==> config.mk <==
export PLATFORM = sky130hd
export DESIGN_NAME = axis_pattern_source
export DESIGN_NICKNAME = d
export VERILOG_FILES = /design/src/rtl/axis_pkg.sv /design/src/rtl/axis_pattern_step.sv /design/src/rtl/axis_pattern_source.sv
export SDC_FILE = /design/constraint.sdc
export NUM_CORES = 1
export LEC_CHECK = 0
export ABC_AREA = 1
export CAP_MARGIN = 10
export CORE_ASPECT_RATIO = 1.5
export CORE_MARGIN = 3
export CORE_UTILIZATION = 50
export DETAILED_ROUTE_END_ITERATION = 12
export DONT_BUFFER_PORTS = 1
export GPL_TIMING_DRIVEN = 0
export SLEW_MARGIN = 20
export SYNTH_ARGS = -nofsm -noshare
export SYNTH_HDL_FRONTEND = slang
export SYNTH_HIERARCHICAL = 1
export SYNTH_SLANG_ARGS = --single-unit
==> constraint.sdc <==
create_clock -name m01_axis_aclk -period 6.44 [get_ports m01_axis_aclk]
set_input_delay 0.966 -clock m01_axis_aclk [delete_from_list [all_inputs] [get_ports m01_axis_aclk]]
set_output_delay 0.966 -clock m01_axis_aclk [all_outputs]
set_load 0.01 [all_outputs]
==> src/rtl/axis_pkg.sv <==
// rtl/axis_pkg.sv - shared pattern-mode and FSM state encodings for the pattern source
package axis_pkg;

    typedef enum logic [1:0] {
        MODE_INC   = 2'b00,
        MODE_CONST = 2'b01,
        MODE_DEC   = 2'b10,
        MODE_WALK  = 2'b11
    } mode_t;

    typedef enum logic {
        ST_IDLE = 1'b0,
        ST_SEND = 1'b1
    } state_t;

endpackage

==> src/rtl/axis_pattern_step.sv <==
// rtl/axis_pattern_step.sv - combinational next-pattern-word function shared with the read-side checker
module axis_pattern_step
    import axis_pkg::*;
#(
    parameter int DATA_WIDTH = 32
) (
    input  logic [DATA_WIDTH-1:0] data_i,
    input  mode_t                 mode_i,
    output logic [DATA_WIDTH-1:0] data_o
);

    always_comb begin
        data_o = data_i;
        unique case (mode_i)
            MODE_INC:   data_o = data_i + DATA_WIDTH'(1);
            MODE_CONST: data_o = data_i;
            MODE_DEC:   data_o = data_i - DATA_WIDTH'(1);
            MODE_WALK:  data_o = {data_i[DATA_WIDTH-2:0], data_i[DATA_WIDTH-1]};
            default:    data_o = data_i;
        endcase
    end

endmodule

==> src/rtl/axis_pattern_source.sv <==
// rtl/axis_pattern_source.sv - AXI-Stream burst generator filling the memory wrapper with patterned words
module axis_pattern_source
    import axis_pkg::*;
#(
    parameter int DATA_WIDTH = 32,
    parameter int LEN_WIDTH  = 12
) (
    input  logic                    m01_axis_aclk,
    input  logic                    m01_axis_aresetn,
    input  logic                    start,
    input  logic [LEN_WIDTH-1:0]    burst_len,
    input  logic [DATA_WIDTH-1:0]   seed,
    input  logic [1:0]              mode,
    output logic                    busy,
    output logic                    done,
    output logic [LEN_WIDTH-1:0]    beat_count,
    input  logic                    m01_axis_tready,
    output logic [DATA_WIDTH-1:0]   m01_axis_tdata,
    output logic [DATA_WIDTH/8-1:0] m01_axis_tstrb,
    output logic                    m01_axis_tvalid,
    output logic                    m01_axis_tlast
);

    localparam int STRB_WIDTH = DATA_WIDTH / 8;

    state_t                  state_q;
    mode_t                   mode_q;
    logic [LEN_WIDTH-1:0]    len_q;
    logic [LEN_WIDTH-1:0]    beat_count_q;
    logic [DATA_WIDTH-1:0]   data_q;
    logic [DATA_WIDTH-1:0]   data_d;
    logic                    tvalid_q;
    logic                    tlast_q;
    logic                    done_q;
    logic                    transfer;
    logic                    next_is_last;

    assign transfer = tvalid_q & m01_axis_tready;

    // After this transfer the count becomes beat_count_q+1; that beat is last when it equals len-1.
    assign next_is_last = ({1'b0, beat_count_q} + (LEN_WIDTH + 1)'(2)) == {1'b0, len_q};

    axis_pattern_step #(
        .DATA_WIDTH (DATA_WIDTH)
    ) u_step (
        .data_i (data_q),
        .mode_i (mode_q),
        .data_o (data_d)
    );

    always_ff @(posedge m01_axis_aclk or negedge m01_axis_aresetn) begin
        if (!m01_axis_aresetn) begin
            state_q      <= ST_IDLE;
            mode_q       <= MODE_INC;
            len_q        <= '0;
            beat_count_q <= '0;
            data_q       <= '0;
            tvalid_q     <= 1'b0;
            tlast_q      <= 1'b0;
            done_q       <= 1'b0;
        end else begin
            done_q <= 1'b0;
            case (state_q)
                ST_IDLE: begin
                    if (start && (burst_len != '0)) begin
                        state_q      <= ST_SEND;
                        len_q        <= burst_len;
                        mode_q       <= mode_t'(mode);
                        data_q       <= seed;
                        beat_count_q <= '0;
                        tvalid_q     <= 1'b1;
                        tlast_q      <= (burst_len == LEN_WIDTH'(1));
                    end
                end
                ST_SEND: begin
                    if (transfer) begin
                        beat_count_q <= beat_count_q + LEN_WIDTH'(1);
                        data_q       <= data_d;
                        if (tlast_q) begin
                            state_q  <= ST_IDLE;
                            tvalid_q <= 1'b0;
                            tlast_q  <= 1'b0;
                            done_q   <= 1'b1;
                        end else begin
                            tlast_q  <= next_is_last;
                        end
                    end
                end
                default: state_q <= ST_IDLE;
            endcase
        end
    end

    assign busy            = (state_q == ST_SEND);
    assign done            = done_q;
    assign beat_count      = beat_count_q;
    assign m01_axis_tdata  = data_q;
    assign m01_axis_tstrb  = {STRB_WIDTH{tvalid_q}};
    assign m01_axis_tvalid = tvalid_q;
    assign m01_axis_tlast  = tlast_q;

endmodule

==> results by group <==
Setup path
  • WS Path Type: flip-flop to flip-flop
  • CP Max Fanout: 10
  • Crit path capture type: flip-flop
  • Worst EP required: 6700 ps
  • CP startpoint kind: flip-flop
  • CP arrival: 3230 ps

GRT
  • Met1 GRT Util: 36.6%
  • Met2 Use GR: 56.7%
  • Vias in the first global route: 6,144
  • First-pass GRT wire length: 33.1 mm
  • Congestion Overflow GR: 0
  • Initial antenna violation count: 0
  • Most used routing layer in global routing: met2
  • Largest net degree at the start of global routing: 63
  • Grt met3 use: under 10%
  • GRT Total Usage: between 30% and 40%

Timing
  • Final cycle utilization of the critical path: 46.2%
  • Worst Skew: approximately 10 ps
  • Hold Vio Cnt, Final: 0
  • Max Fclk: 336 MHz
  • Final Max Slew Viols: 0
  • Tmin final: 2970 ps
  • Unrepaired setup endpoints after global routing: no
  • Setup TNS: 0 ps
  • Final setup viols: 0
  • Worst slew pin tran: 686 ps
  • Fin worst setup slack: around 3500 ps
  • Normalized max-slew margin: 54.2%

Yosys
  • Yosys top cell area share: ~26%
  • #FFs+latches synth: 62
  • Synth cell count leaders: nand2_1, inv_1, nor2_1
  • Ys flop type: dfrtp_1
  • Syn_nets: 1,083
  • Mapped Cells: 1,030
  • Synth area leader: dfrtp_1
  • Cell Area, Synth: between 6000 and 7000 um^2
  • Post-synthesis async set-or-reset flop share: 100%
  • Seq/Total Area, Yosys: 25.6%
  • Top cells by area, synth: dfrtp_1, nand2_1, inv_1
  • Mapped Avg Cell Area: roughly 6 um^2
  • Count leader, synth: nand2_1
  • YS warnings: 6
  • Cell variety after synth: 44
  • Number of synthesized flops with an enable pin: 0

CTS
  • H-tree depth: 3
  • CTS root buf: clkbuf_16
  • Clk Latency, worst-skew pair: between 300 and 400 ps
  • Hold-fix buffers, CTS: 0
  • Num CTS Buffers: 9
  • Postcts setup bufs: 0
  • CTS resizes: 0
  • CTS tree: yes
  • Clock-pin slew on the worst setup and hold paths: 60 ps
  • CTS sink cnt: 62
  • Clock tree buffer depth: 2

Placement
  • Buffers added on ports: 0
  • Post-DP HPWL: ~17 mm
  • Gpl congestion: 0.989
  • Post-Place Worst Slack: ~3500 ps
  • Area of placed instances: 6260 um^2

Power and ir drop
  • Total power density per cell area: about 660 nW/um^2
  • Leak Pwr: approximately 3.5 nW
  • Peak VDD IR: approximately 0.00026 V

Finish
  • Area delta synth->final: 8.57%
  • FILL cells: 1,290
  • Inserted Diodes: 0
  • Reg area: 1550 um^2
  • Share of post-route cells with drive strength above 1: 7.27%
  • NumNets Final: between 1,000 and 1,500
  • Core Util, Final: 56.3%
  • Final instance area: 6590 um^2
  • Area occupied by multi-input gates: 3680 um^2

Routing
  • Vias/cell: 5.55
  • Via count: 6,635
  • Wire per inst: 18.0 um
  • Number of remaining DRC errors: 0
  • First DRT Iteration DRCs: 332
  • Post-route ant nets: 0
  • Post-Route WL: 21.6 mm
  • Pre-antenna DRT Iters: 8

Run status
  • Status: finished, final reports clean

Die
  • Die ar.: 13,500 um^2
  • Initial Util: 51.8%
  • Core Rows: 48
  • Chip Width: 96.0 um
  • Die height: 141 um
  • Ports: 102
  • Core Area: about 12,000 um^2

Hold path
  • Hold crit path type: primary input to asynchronous set/reset pin

Job
  • Max-Cap Viols: 0
-- critical path: stages, from the launching register on --
cell	delay (ps)
dfrtp_1	490
inv_2	120
buf_4	190
nand3_1	170
nand2_1	110
inv_1	40
ha_1	160
inv_1	50
nand2_1	40
inv_1	90
nor2_2	60
nand2_1	70
nand3_1	140
nand2_1	110
nand2_1	100
nand2_1	80
nand2_1	60
nand2_1	60
nand2_1	50
o21bai_1	400
nand2_1	110
a31oi_1	180
-- worst paths after layout --
check	start	to	slack [ps]	cells after the start
setup / recovery	mode_q[0]	m01_axis_tdata[16]	3470	21
hold / removal	m01_axis_aresetn	len_q[6]	320	0
setup reg to reg	mode_q[0]	m01_axis_tdata[16]	3470	21
hold reg to reg	len_q[0]	len_q[0]	510	2
max in group asynchronous	m01_axis_aresetn	m01_axis_tdata[17]	6000	0
min in group m01_axis_aclk	len_q[0]	len_q[0]	510	2
-- sequential cells by signal, summed over array words and instances, names as in the netlist --
| register | flops |
|---|---|
| m01_axis_tdata | 32 |
| mode_q | 2 |
| m01_axis_tlast | 1 |
| busy | 1 |
| len_q | 12 |
| m01_axis_tvalid | 1 |
| beat_count | 12 |
| done | 1 |
-- per-layer routing --
metal	routed length, um	vias to the layer above	part of all wire [%]
met5	0	-	0
met4	1000	0	4.7
met3	1490	58	6.9
met2	10900	223	51
met1	8150	3025	38
li1	-	3329	-
-- final cells by class --
class,instances,area share (%)
Multi-Input combinational cell,771,55.8
Sequential cell,62,23.5
Inverter,157,8.98
Buffer,40,3.74
Clock buffer,10,3.63
Tap cell,150,2.85
Clock inverter,6,1.42
-- cells by family (layout without fill, tap and decap cells) --
group	count (synthesis)	count (layout)	synth area share, %
compound gates	146	146	15.7
xor+xnor	14	14	2.70
fa+ha+maj	3	3	0.618
buf+inv	197	213	13.8
flops	62	62	25.6
simple gates	608	608	41.6
-- power by group --
part	leakage (nW)	internal, mW	switching, mW
Combinational	2.57	0.942	1.92
Sequential	0.739	0.572	0.356
Clock	0.159	0.352	0.195
Total	3.47	1.87	2.47
-- cell usage in the layout, fill, tap and decap left out, drive strengths merged, types with 2 or more instances in the layout --
cell type	count
and2	2
a31oi	32
a41oi	20
nand2	412
a21oi	21
dfrtp	62
o221ai	8
clkinv	5
o41ai	2
bufinv	2
buf	28
ha	3
xor2	12
nand3b	7
clkbuf	22
inv	155
nand4	9
o211ai	2
nor3	6
o21ai	28
xnor2	2
a41o	3
o21bai	5
o22ai	22
nand3	69
nor2	101
-- stage by stage --
stage          total power, mW  hold slack (ps)  instances
2_1_floorplan             2.95              471       1030
3_3_place_gp              3.71              491       1180
3_5_place_dp              3.74              492       1180
4_1_cts                   4.29              314       1196
5_1_grt                   4.74              308       1196
6_report                  4.34              321       1196
Note: power is estimated with default switching activity, not from simulation.
